### src/rtl/cbus_arbiter_pkg.sv
// Cache-bus request/response types shared by the cbus masters and arbiter.
// Also holds the arbiter state encoding.
package cbus_arbiter_pkg;

  typedef enum logic [1:0] {
    MSIZE1 = 2'd0,
    MSIZE2 = 2'd1,
    MSIZE4 = 2'd2
  } msize_t;

  // Encoded as beats-1
  typedef enum logic [7:0] {
    MLEN1  = 8'd0,
    MLEN2  = 8'd1,
    MLEN4  = 8'd3,
    MLEN8  = 8'd7,
    MLEN16 = 8'd15
  } mlen_t;

  typedef struct packed {
    logic        valid;
    logic        is_write;
    msize_t      size;
    logic [31:0] addr;
    logic [3:0]  strobe;
    logic [31:0] data;
    mlen_t       len;
  } cbus_req_t;

  typedef struct packed {
    logic        ready;
    logic        last;
    logic [31:0] data;
  } cbus_resp_t;

  typedef enum logic {
    ARB_IDLE = 1'b0,
    ARB_BUSY = 1'b1
  } arb_state_e;

endpackage

### src/rtl/cbus_arbiter_rr_pick.sv
// Round-robin picker: first set bit of valid scanning from ptr, wrapping.
// Ports: valid (vector), ptr (start index) -> found, idx.
module cbus_arbiter_rr_pick #(
  parameter  int N = 2,
  localparam int W = $clog2(N)
) (
  input  logic [N-1:0] valid,
  input  logic [W-1:0] ptr,
  output logic         found,
  output logic [W-1:0] idx
);

  logic [W:0]   pos;
  logic [W-1:0] cand;

  // Scan from the far end down so the slot at ptr wins last.
  always_comb begin
    found = 1'b0;
    idx   = '0;
    pos   = '0;
    cand  = '0;
    for (int k = N - 1; k >= 0; k--) begin
      pos = {1'b0, ptr} + (W+1)'(k);
      if (pos >= (W+1)'(N))
        pos = pos - (W+1)'(N);
      cand = pos[W-1:0];
      if (valid[cand]) begin
        found = 1'b1;
        idx   = cand;
      end
    end
  end

endmodule

### src/rtl/cbus_arbiter.sv
// Round-robin cache-bus arbiter: N masters onto one bridge port, burst-locked.
// Ports: clk, reset, ireqs/iresps (masters), oreq/oresp (bridge), busy, grant_idx.
module cbus_arbiter
  import cbus_arbiter_pkg::*;
#(
  parameter  int NUM_MASTERS = 2,
  localparam int IDX_W       = $clog2(NUM_MASTERS)
) (
  input  logic             clk,
  input  logic             reset,
  input  cbus_req_t        ireqs  [NUM_MASTERS],
  output cbus_resp_t       iresps [NUM_MASTERS],
  output cbus_req_t        oreq,
  input  cbus_resp_t       oresp,
  output logic             busy,
  output logic [IDX_W-1:0] grant_idx
);

  arb_state_e             state_q, state_d;
  logic [IDX_W-1:0]       grant_q, grant_d;
  logic [IDX_W-1:0]       rr_q, rr_d;
  logic [NUM_MASTERS-1:0] req_vld;
  logic                   pick_found;
  logic [IDX_W-1:0]       pick_idx;
  logic                   done;

  always_comb begin
    req_vld = '0;
    for (int i = 0; i < NUM_MASTERS; i++)
      req_vld[i] = ireqs[i].valid;
  end

  cbus_arbiter_rr_pick #(
    .N (NUM_MASTERS)
  ) u_pick (
    .valid (req_vld),
    .ptr   (rr_q),
    .found (pick_found),
    .idx   (pick_idx)
  );

  // Release only on the final beat, even if the master
  // dropped valid mid-burst.
  assign done = oresp.ready & oresp.last;

  always_comb begin
    state_d = state_q;
    grant_d = grant_q;
    rr_d    = rr_q;
    unique case (state_q)
      ARB_IDLE: begin
        if (pick_found) begin
          state_d = ARB_BUSY;
          grant_d = pick_idx;
        end
      end
      ARB_BUSY: begin
        if (done) begin
          state_d = ARB_IDLE;
          rr_d    = (grant_q == IDX_W'(NUM_MASTERS - 1))
                  ? '0 : grant_q + IDX_W'(1);
        end
      end
      default: state_d = ARB_IDLE;
    endcase
  end

  always_ff @(posedge clk) begin
    if (reset) begin
      state_q <= ARB_IDLE;
      grant_q <= '0;
      rr_q    <= '0;
    end else begin
      state_q <= state_d;
      grant_q <= grant_d;
      rr_q    <= rr_d;
    end
  end

  // Beat data flows straight through so it updates the same cycle.
  always_comb begin
    oreq = '0;
    for (int i = 0; i < NUM_MASTERS; i++)
      iresps[i] = '0;
    if (state_q == ARB_BUSY) begin
      oreq            = ireqs[grant_q];
      iresps[grant_q] = oresp;
    end
  end

  assign busy      = (state_q == ARB_BUSY);
  assign grant_idx = grant_q;

endmodule

### config.mk
export PLATFORM = sky130hd
export DESIGN_NAME = cbus_arbiter
export DESIGN_NICKNAME = d
export VERILOG_FILES = /design/src/rtl/cbus_arbiter_pkg.sv /design/src/rtl/cbus_arbiter_rr_pick.sv /design/src/rtl/cbus_arbiter.sv
export SDC_FILE = /design/constraint.sdc
export NUM_CORES = 1
export LEC_CHECK = 0
export CORE_AREA = 2 2 135 137
export DETAILED_ROUTE_END_ITERATION = 7
export DIE_AREA = 0 0 137 139
export MAX_ROUTING_LAYER = met4
export PLACE_DENSITY = 0.61
export SLEW_MARGIN = 25
export SYNTH_ARGS = -nofsm -noshare
export SYNTH_HDL_FRONTEND = slang
export SYNTH_SLANG_ARGS = --single-unit
### constraint.sdc
create_clock -name clk -period 1.1 [get_ports clk]
set_input_delay 0.22 -clock clk [delete_from_list [all_inputs] [get_ports clk]]
set_output_delay 0.22 -clock clk [all_outputs]
set_load 0.02 [all_outputs]
Word level (Yosys, flattened, before mapping)
Index checks and enable logic that the tools add are counted.
{"block": "word_totals", "ff_bits": 3, "latch_bits": 0, "ramBits": 0, "mem_bits_ro": 0, "in_bits": 196, "out_inout_bits": 150, "word_cells": 41, "n_memories": 0}
{"block": "classes", "n_addsub": 4, "mul": 0, "n_div": 0, "magnitude_cmp": 6, "eq_ne": 0, "n_shift": 0, "n_mux": 21, "bitwise": 4, "reduce_logical": 3}
{"cell": "2-to-1 mux 80 bit", "n": 4}
{"cell": "AND 68 bit", "n": 1}
{"cell": "2-to-1 mux 68 bit", "n": 1}
{"cell": "demux 34 bit (select 1 bit)", "n": 1}
{"cell": "2-to-1 mux 34 bit", "n": 1}
{"cell": "2-to-1 mux 1 bit", "n": 13}
{"cell": "greater-or-equal comparator 2 bit (second input constant)", "n": 2}
{"cell": "< comparator 1 x 2 -> 1 bit (second input constant)", "n": 2}
{"cell": "AND reduction 2 bit", "n": 2}
{"cell": "adder 1 x 1 -> 2 bit (second input constant)", "n": 1}
{"cell": "greater-or-equal comparator 1 x 2 -> 1 bit (second input constant)", "n": 1}
{"cell": "< comparator 2 x 1 -> 1 bit (second input constant)", "n": 1}
{"cell": "inverter 1 -> 2 bit", "n": 1}
{"cell": "one-hot mux 1 bit (2 select lines)", "n": 1}
{"cell": "subtractor 1 bit (second input constant)", "n": 2}
{"cell": "adder 1 bit (second input constant)", "n": 1}
{"cell": "AND 1 bit", "n": 1}
{"cell": "logical AND 1 bit", "n": 1}
{"cell": "inverter 1 bit", "n": 1}

Depth between registers and ports, before layout
Gate-level depths: netlist (run 1).
{"block": "depth", "word_depth": 9, "depth_mapped": 5, "ltp_nobuf": 3}

Cells and area by module
Synthesis (run 1) repeated with hierarchy kept, for this count alone.
{"block": "unflattened", "cells_unflattened": 272, "area_unflattened_um2": 2031.9}
{"mod": "cbus_arbiter", "instances": 1, "cells_per_inst": 269, "area_per_inst_um2": 2014.4, "seq_area_each_um2": 60.1}
{"mod": "cbus_arbiter_rr_pick", "instances": 1, "cells_per_inst": 3, "area_per_inst_um2": 17.5, "seq_area_each_um2": 0.0}

Least setup slack after synthesis (run 1)
No wires, ideal clock.
{"block": "synth_path", "path_kind": "register to output", "from": "register grant_q, in the netlist grant_idx", "to": "output oreq[54] (netlist bit)", "arrival_time_ps": 1263, "t_required_ps": 880, "path_slack_ps": -383, "stages_incl_launch_ff": 6, "path_buffers": 3, "path_cell_list": "dfxtp_1 > buf_4 > buf_6 > buf_8 > mux2i_1 > nor2_1"}
{"element": "start, declared", "line_no": "cbus_arbiter.sv:20", "source": "logic [IDX_W-1:0] grant_q, grant_d;"}
{"element": "start signal, assigned", "line_no": "cbus_arbiter.sv:75", "source": "grant_q <= grant_d;"}
{"element": "end, declared", "line_no": "cbus_arbiter.sv:13", "source": "output cbus_req_t oreq,"}

==> results.sh, run 1 <==
export IMPL_initial_core_util_pct=10.4
export IMPL_swShare_pct=38.6
export IMPL_ys_types=18
export IMPL_gr_total_overflow=0
export IMPL_timing_setup_tns_ns=-71.83
export IMPL_setup_violations=151
export IMPL_synth_edf_count=0
export IMPL_grt_max_degree=37
export IMPL_dpl_hpwl_um=11600
export IMPL_worst_path_most_repeated_cell="buf_12"
export IMPL_timing_hold_ws_ns=0.412
export IMPL_grt_pass1_vias=3906
export IMPL_cts_buffer_depth=2
export IMPL_numPortBuffers=345
export IMPL_firstDrtPassIters=4
export IMPL_tightest_slew_ns=0.196
export IMPL_drc=0
export IMPL_switchingPower_uw=1810
export IMPL_avgSynthCellArea_um2=6.65
export IMPL_drive_above_1_share_pct=67.4
export IMPL_rows=49
export IMPL_synth_top_area_share_pct=44.3
export IMPL_nNetsFinal=859
export IMPL_track_usage_pct=14.7
export IMPL_grt_first_pass_wirelength_um=21600
export IMPL_syn_num_nets=471
export IMPL_min_period_over_period_pct=156
export IMPL_ys_seq_area_share_pct=3.28
export IMPL_cts_root_buffer="clkbuf_16"
export IMPL_multi_input_area_um2=3180
export IMPL_seq_power_share_pct=2.9
export IMPL_slowest_delay_ns=0.37
export IMPL_synth_main_ff_cell="dfxtp_1"
export IMPL_wl_per_cell_um=17.3
export IMPL_comb_power_share_pct=84.9
export IMPL_seqCellArea_um2=67.6
export IMPL_num_vias=3645
export IMPL_r2r_end="rr_q"
export IMPL_ir_drop_v=0.000297
export IMPL_max_slew_margin_rel_pct=86.7
export IMPL_crit_chain="buf_12 -> buf_12 -> buf_12 -> buf_12 -> mux2i_4 -> nor2_2 -> buf_6"
export IMPL_fmax_mhz=583
export IMPL_synth_seq_cells=3
export IMPL_cts_made_buffers=3
export IMPL_first_iter_violations=46
export IMPL_crit_required_ns=0.88
export IMPL_reg2reg_depth=6
export IMPL_min_to="busy"
export IMPL_hold_start="ireqs[159]"
export IMPL_antenna_found_initial=0
export IMPL_die_y_um=139
export IMPL_design_core_area_um2=17700
export IMPL_io_pins=346
export IMPL_drv_cap=0
export IMPL_fin_skew_ns=0.00195
export IMPL_critPathMaxFanout=5
export IMPL_area_growth_pct=351
export IMPL_fill_cells=1551
export IMPL_status="complete, but fails checks"
export IMPL_layout_min_cycle_time_ns=1.71
export IMPL_cts_sink_count=3
export IMPL_die_x_um=137
export IMPL_htreeDepth=1
export IMPL_ys_async_sr_fraction_pct=0
export IMPL_cts_tree="yes"
export IMPL_clock_latency_ns=0.22
export IMPL_end_kind="output pin"
export IMPL_start_kind="register"
export IMPL_p_int_uw=2870
export IMPL_gp_congestion=0.826
export IMPL_power_density_nw_per_um2=567
export IMPL_setup_slack_ns=-0.614
export IMPL_critPathSlowestCell="dfxtp_4"
export IMPL_min_path_cells=4
export IMPL_synth_common_cells="nor2_1 (84), mux2i_1 (81), and3_1 (66), clkbuf_1 (15), buf_4 (7)"
export IMPL_wirelength_um=15400
export IMPL_clkPwrFrac_pct=12.3
export IMPL_violations="negative setup slack"
export IMPL_finalHoldViolCount=0
export IMPL_synth_most_common_cell="nor2_1"
export IMPL_synth_top_area_cell="mux2i_1"
export IMPL_grt_setup_unrepaired="true"
export IMPL_leakage_uw=0.00309
export IMPL_clk_pin_slew_ns=0.03
export IMPL_worstSetupPathType="reg -> out"
export IMPL_r2r_slack_ns=-0.08
export IMPL_die_area_um2=19000
export IMPL_cp_arrival_ns=1.49
export IMPL_hp_class="in -> reg"
export IMPL_synthCells=275
export IMPL_via_per_inst=4.09
export IMPL_antenna_left=0
export IMPL_yosys_warnings=0
export IMPL_reg2reg_from="grant_idx"
export IMPL_synth_area_leaders="mux2i_1 (44%), and3_1 (23%), nor2_1 (17%)"
export IMPL_finalMaxSlewViolations=0
export IMPL_netlist_area_um2=1830
export IMPL_insertedDiodeCount=0
## kinds of logic after synthesis
| kind of cell | Yosys count | share of synthesized area (%) |
|---|---|---|
| buf+inv | 35 | 10.7 |
| simple gates | 152 | 40.3 |
| compound gates | 4 | 1.37 |
| flops | 3 | 3.28 |
| mux | 81 | 44.3 |
## worst max path at each step
stage	slack, ns	startpoint	endpoint	cells after the start
after floorplan	-0.22	grant_idx	oreq[54]	5
after global placement	-0.69	grant_idx	oreq[69]	5
after detailed placement	-0.71	grant_idx	oreq[10]	4
after CTS	-0.72	grant_idx	oreq[10]	5
after global routing	-0.68	grant_idx	oreq[73]	7
final	-0.61	grant_idx	oreq[73]	7
## stage by stage
stage          setup slack, ns  power [µW]  cells  instance area, µm²  util, %
3_3_place_gp            -0.686        3320    856                6800     38.5
5_1_grt                 -0.676        4890    891                8250     46.7
4_1_cts                 -0.720        4280    883                7570     42.9
3_5_place_dp            -0.707        3350    856                6800     38.5
2_1_floorplan           -0.219        1690    275                2900        -
6_report                -0.614        4680    891                8250     46.7
## power by group through the flow
| stage | clock network (µW) | logic (µW) | registers (µW) |
|---|---|---|---|
| after global placement | 0 | 3190 | 135 |
| after detailed placement | 0 | 3220 | 136 |
| final | 574 | 3970 | 134 |
| after CTS | 586 | 3560 | 134 |
| after floorplan | 0 | 1560 | 128 |
| after global routing | 601 | 4150 | 136 |
## layer usage
layer	up-vias	part of all wire, %	global-route usage [%]
met2	202	56	28.9
met1	1690	35	15.3
met5	-	0	-
li1	1743	-	-
met3	10	7.9	2.01
met4	0	1.2	2.93
## registers in the layout, indices dropped and copies added (netlist names)
signal	flops
busy	1
rr_q	1
grant_idx	1
## layout by cell type (no fill, tap or decap)
master	synthesis	layout
and3_1	66	1
buf_2	5	5
buf_8	2	11
buf_6	1	135
and3_4	0	50
mux2i_2	0	5
nor2_1	84	4
o31ai_1	1	1
buf_4	7	32
and3_2	0	15
o211ai_1	1	1
inv_4	0	1
buf_12	0	31
dlymetal6s2s_1	0	1
mux2i_1	81	10
buf_16	0	1
clkbuf_2	2	3
nor2_4	0	56
o21ai_2	0	1
mux2i_4	0	66
inv_6	0	1
nor2_2	0	24
clkbuf_1	15	1
clkbuf_16	0	5
dfxtp_4	0	2
inv_1	2	1
nand2_2	0	1
a21oi_2	0	1
clkdlybuf4s50_1	0	194
nand3_1	1	1
dfxtp_1	3	1
## critical path: cells and delay by family (launching register included)
kind | cells | cell delay [ns]
flip-flops | 1 | 0.37
AND/OR/NAND/NOR | 1 | 0.09
buffers and inverters | 5 | 0.63
multiplexers | 1 | 0.17
## cell type report
cell class | instances | share of cell area, %
flip-flops and latches | 3 | 0.819
inverters | 3 | 0.228
clock buffers | 4 | 0.956
multi-input cells | 237 | 38.5
well taps | 229 | 3.47
repair buffers | 415 | 56.0
## timing repair
item | CTS | global route
hold buffers | 0 | 0
endpoints found under the setup margin | 152 | 152
pin swaps | 2 | 12
resized for setup | 741 | 262
buffers inserted | 20 | 15
gates cloned | 3 | 2
Note: power is estimated with default switching activity, not from simulation.
==> run 2: changes to the inputs <==
PLACE_DENSITY = 0.57   (was 0.61)
SKIP_CTS_REPAIR_TIMING = 1   (was unset)
SYNTH_HIERARCHICAL = 1   (was unset)
==> results.sh, run 2 <==
export IMPL_track_usage_pct=12.2
export IMPL_end_kind="output pin"
export IMPL_firstDrtPassIters=4
export IMPL_grt_pass1_vias=3491
export IMPL_area_growth_pct=270
export IMPL_max_slew_margin_rel_pct=82.1
export IMPL_hp_class="in -> reg"
export IMPL_first_iter_violations=38
export IMPL_leakage_uw=0.00328
export IMPL_cts_root_buffer="clkbuf_16"
export IMPL_synth_edf_count=0
export IMPL_finalNonFillerCells=902
export IMPL_gp_congestion=0.843
export IMPL_insertedDiodeCount=0
export IMPL_wirelength_um=14700
export IMPL_utilization_pct=42.6
export IMPL_cts_tree="yes"
export IMPL_synth_area_leaders="mux2i_1 (40%), nor2b_1 (25%), and3_1 (11%)"
export IMPL_cts_made_buffers=3
export IMPL_cts_sink_count=3
export IMPL_io_pins=346
export IMPL_final_common_cell="clkdlybuf4s50_1"
export IMPL_yosys_warnings=6
export IMPL_post_place_ws_ns=-0.779
export IMPL_fmax_mhz=524
export IMPL_netlist_area_um2=2030
export IMPL_reg2reg_from="busy"
export IMPL_ys_async_sr_fraction_pct=0
export IMPL_worstSetupPathType="reg -> out"
export IMPL_cp_arrival_ns=1.69
export IMPL_fin_skew_ns=0.000771
export IMPL_synth_main_ff_cell="dfxtp_1"
export IMPL_critPathMaxFanout=6
export IMPL_drv_cap=0
export IMPL_gr_total_overflow=0
export IMPL_num_vias=3557
export IMPL_drc=0
export IMPL_die_x_um=137
export IMPL_die_area_um2=19000
export IMPL_synthCells=272
export IMPL_synth_common_cells="mux2i_1 (81), nor2b_1 (81), and3_1 (35), and2_1 (34), clkbuf_1 (14)"
export IMPL_synth_seq_cells=3
export IMPL_timing_hold_ws_ns=0.511
export IMPL_ys_seq_area_share_pct=2.96
export IMPL_htreeDepth=1
export IMPL_clock_latency_ns=0.23
export IMPL_drive_above_1_share_pct=66.9
export IMPL_ys_types=17
export IMPL_wl_per_cell_um=16.3
export IMPL_initial_core_util_pct=11.5
export IMPL_cts_buffer_depth=2
export IMPL_setup_violations=152
export IMPL_hold_start="ireqs[79]"
export IMPL_status="complete, but fails checks"
export IMPL_grt_setup_unrepaired="true"
export IMPL_ir_drop_v=0.000312
export IMPL_grt_first_pass_wirelength_um=18100
export IMPL_dpl_hpwl_um=10600
export IMPL_final_area_um2=7520
export IMPL_placed_area_um2=6600
export IMPL_violations="negative setup slack"
export IMPL_antenna_left=0
export IMPL_syn_num_nets=468
export IMPL_numPortBuffers=345
export IMPL_most_common_layout_cells="clkdlybuf4s50_1 (193), clkbuf_2 (77), buf_6 (60)"
export IMPL_antenna_found_initial=0
export IMPL_layout_min_cycle_time_ns=1.91
export IMPL_power_density_nw_per_um2=544
export IMPL_start_kind="register"
export IMPL_synth_top_area_share_pct=39.9
export IMPL_grt_max_degree=74
export IMPL_finalMaxSlewViolations=0
export IMPL_avgSynthCellArea_um2=7.47
export IMPL_clk_pin_slew_ns=0.03
export IMPL_cp_startpoint="grant_idx"
export IMPL_dp_cells=833
export IMPL_nNetsFinal=870
export IMPL_synth_top_area_cell="mux2i_1"
export IMPL_tightest_slew_ns=0.269
export IMPL_setup_slack_ns=-0.808
export IMPL_min_period_over_period_pct=173
export IMPL_crit_required_ns=0.88
export IMPL_via_per_inst=3.94
export IMPL_design_core_area_um2=17700
export IMPL_die_y_um=139
export IMPL_finalHoldViolCount=0
export IMPL_rows=49
run 2: cell count changes after synthesis, moves of 2 or more:
cell	previous run	this run
and2_1	0	34
nor2_1	84	3
buf_2	5	3
and3_1	66	35
nor2b_1	0	81
run 2: routing by layer:
layer | vias up | GRT usage, % | routed length (µm)
met5 | - | - | 0
met4 | 0 | 3.09 | 306
met3 | 20 | 1.24 | 992
met2 | 188 | 24.5 | 8430
met1 | 1629 | 12.2 | 5010
li1 | 1720 | - | -
run 2: stage by stage:
step | total power, µW | TNS [ns]
after floorplan | 1540 | -25.01
after detailed placement | 3040 | -100.41
after global routing | 4290 | -86.13
after global placement | 3020 | -98.69
final | 4090 | -78.93
after CTS | 3650 | -136.69
run 2: final timing paths:
path              end  slack (ns)  depth (start not counted)
max          oreq[30]       -0.81                          8
min              busy        0.51                          5
max reg2reg      rr_q       -0.11                          4
min reg2reg      rr_q        0.52                          2
run 2: cells by family (layout without fill, tap and decap cells):
family	count (synthesis)	count (layout)	share of synthesized area [%]
simple gates	156	156	48.0
buf+inv	30	431	8.44
mux	81	81	39.9
compound gates	2	2	0.739
flops	3	3	2.96
run 2: area by class of cell:
cell class,count,area (µm²)
tap,229,287
inverter,1,3.75
sequential,3,67.6
timing repair buffer,426,4100
multi-input combinational,239,2980
fill,1700,10100
clock buffer,4,78.8
run 2: worst max-delay path: stages (launching register included):
cell	delay [ns]
dfxtp_4	0.35
buf_8	0.13
buf_12	0.12
buf_12	0.13
buf_4	0.14
buf_4	0.14
mux2i_4	0.18
nor2b_4	0.10
buf_2	0.17
run 2: power by group:
part	total (µW)	internal [µW]	switching (µW)
Combinational	3370	2000	1370
Sequential	127	115	11.3
Clock	586	479	107
==> run 3: changes to the inputs <==
CORE_AREA = 2 2 136 138   (was 2 2 135 137)
DIE_AREA = 0 0 138 140   (was 0 0 137 139)
DONT_BUFFER_PORTS = 1   (was unset)
MAX_ROUTING_LAYER = unset   (was met4)
PLACE_DENSITY = 0.3   (was 0.57)
==> results.sh, run 3 (synthesis gave the netlist of run 2 again) <==
export IMPL_status="complete, but fails checks"
export IMPL_violations="negative setup slack"
export IMPL_crit_required_ns=0.88
export IMPL_rows=49
export IMPL_cts_sink_count=3
export IMPL_antenna_found_initial=0
export IMPL_io_pins=346
export IMPL_grt_setup_unrepaired="true"
export IMPL_fill_cells=1895
export IMPL_r2r_end="rr_q"
export IMPL_finalNonFillerCells=507
export IMPL_min_period_over_period_pct=142
export IMPL_post_place_ws_ns=-0.282
export IMPL_cts_buffer_depth=2
export IMPL_setup_violations=151
export IMPL_htreeDepth=1
export IMPL_final_area_um2=3980
export IMPL_finalMaxSlewViolations=0
export IMPL_fin_skew_ns=0.000592
export IMPL_power_density_nw_per_um2=655
export IMPL_setup_slack_ns=-0.457
export IMPL_tightest_slew_ns=0.255
export IMPL_leakage_uw=0.00132
export IMPL_via_per_inst=4.12
export IMPL_placed_area_um2=3170
export IMPL_start_kind="register"
export IMPL_reg2reg_depth=4
export IMPL_max_slew_margin_rel_pct=82.5
export IMPL_die_area_um2=19300
export IMPL_power_total_uw=2610
export IMPL_die_x_um=138
export IMPL_num_vias=2087
export IMPL_dp_cells=491
export IMPL_final_common_cell="nor2b_4"
export IMPL_ir_drop_v=0.000495
export IMPL_grt_pass1_vias=2070
export IMPL_finalHoldViolCount=0
export IMPL_hp_class="in -> reg"
export IMPL_insertedDiodeCount=0
export IMPL_drive_above_1_share_pct=84.9
export IMPL_cp_arrival_ns=1.34
export IMPL_multi_input_area_um2=3020
export IMPL_timing_setup_tns_ns=-60.33
export IMPL_dpl_hpwl_um=7220
export IMPL_use_met3_pct=1.13
export IMPL_wirelength_um=9730
export IMPL_end_kind="output pin"
export IMPL_cts_tree="yes"
export IMPL_grt_max_degree=65
export IMPL_most_common_layout_cells="nor2b_4 (48), mux2i_4 (42), and2_4 (34)"
export IMPL_first_iter_violations=70
export IMPL_clk_pin_slew_ns=0.03
export IMPL_area_growth_pct=95.9
export IMPL_clock_latency_ns=0.22
export IMPL_hold_start="reset"
export IMPL_drv_cap=0
export IMPL_antenna_left=0
export IMPL_drc=0
export IMPL_cts_root_buffer="clkbuf_16"
export IMPL_gp_congestion=0.794
export IMPL_worstSetupPathType="reg -> out"
export IMPL_nNetsFinal=475
export IMPL_gr_total_overflow=0
export IMPL_met1_usage_pct=7.30
export IMPL_firstDrtPassIters=4
export IMPL_seqCellArea_um2=67.6
export IMPL_design_core_area_um2=17800
export IMPL_grt_busiest_layer="met2"
export IMPL_initial_core_util_pct=11.4
export IMPL_min_to="grant_idx"
export IMPL_r2r_slack_ns=-0.05
export IMPL_numPortBuffers=0
export IMPL_grt_first_pass_wirelength_um=11900
export IMPL_critPathMaxFanout=7
export IMPL_wl_per_cell_um=19.2
export IMPL_min_path_cells=1
export IMPL_fmax_mhz=642
export IMPL_reg2reg_from="busy"
export IMPL_track_usage_pct=7.55
export IMPL_die_y_um=140
export IMPL_cts_made_buffers=3
export IMPL_grt_util_met2_pct=15.7
export IMPL_layout_min_cycle_time_ns=1.56
run 3: cell types whose count changed in the layout (fill, tap and decap cells not counted), moves of 11 or more:
cell / before / now
and3_2: 20 / 9
and3_4: 15 / 26
buf_4: 54 / 7
buf_6: 60 / 4
clkbuf_2: 77 / 0
clkdlybuf4s50_1: 193 / 0
dlymetal6s2s_1: 11 / 0
mux2i_1: 10 / 32
mux2i_2: 27 / 7
nor2b_2: 52 / 33
nor2b_4: 30 / 48
run 3: final cells by class:
type | count | share of cell area (%)
Multi-Input combinational cell | 239 | 75.8
Timing Repair Buffer | 31 | 13.3
Tap cell | 229 | 7.20
Clock buffer | 4 | 1.98
Sequential cell | 3 | 1.70
Inverter | 1 | 0.0943
run 3: per-layer routing:
layer	share of wire, %	vias to the layer above
met5	0	-
met1	31	974
li1	-	926
met4	2.4	0
met3	6.3	14
met2	61	173
run 3: through the flow:
stage	utilization, %	hold WS (ns)
after floorplan	-	0.283
after global placement	17.8	0.294
after detailed placement	17.8	0.291
after CTS	18.3	0.0561
after global routing	22.4	0.0579
final	22.4	0.0579
run 3: how the worst max path moves through the flow:
stage,from,endpoint,slack [ns],depth (start not counted)
3_5_place_dp,grant_idx,oreq[79],-0.28,4
4_1_cts,grant_idx,oreq[79],-0.52,4
5_1_grt,grant_idx,oreq[28],-0.51,4
3_3_place_gp,grant_idx,oreq[79],-0.28,4
2_1_floorplan,grant_idx,oreq[67],-0.25,5
6_report,grant_idx,oreq[48],-0.46,4
run 3: report_power, final:
group	total [µW]	switching, µW	internal, µW
registers	137	20.9	116
logic	1890	965	928
clock network	580	102	478
total	2610	1090	1520
run 3: critical path, cell delays in order (launching register included):
cell	delay (ns)
dfxtp_4	0.42
buf_12	0.17
buf_6	0.16
mux2i_2	0.26
nor2b_4	0.09
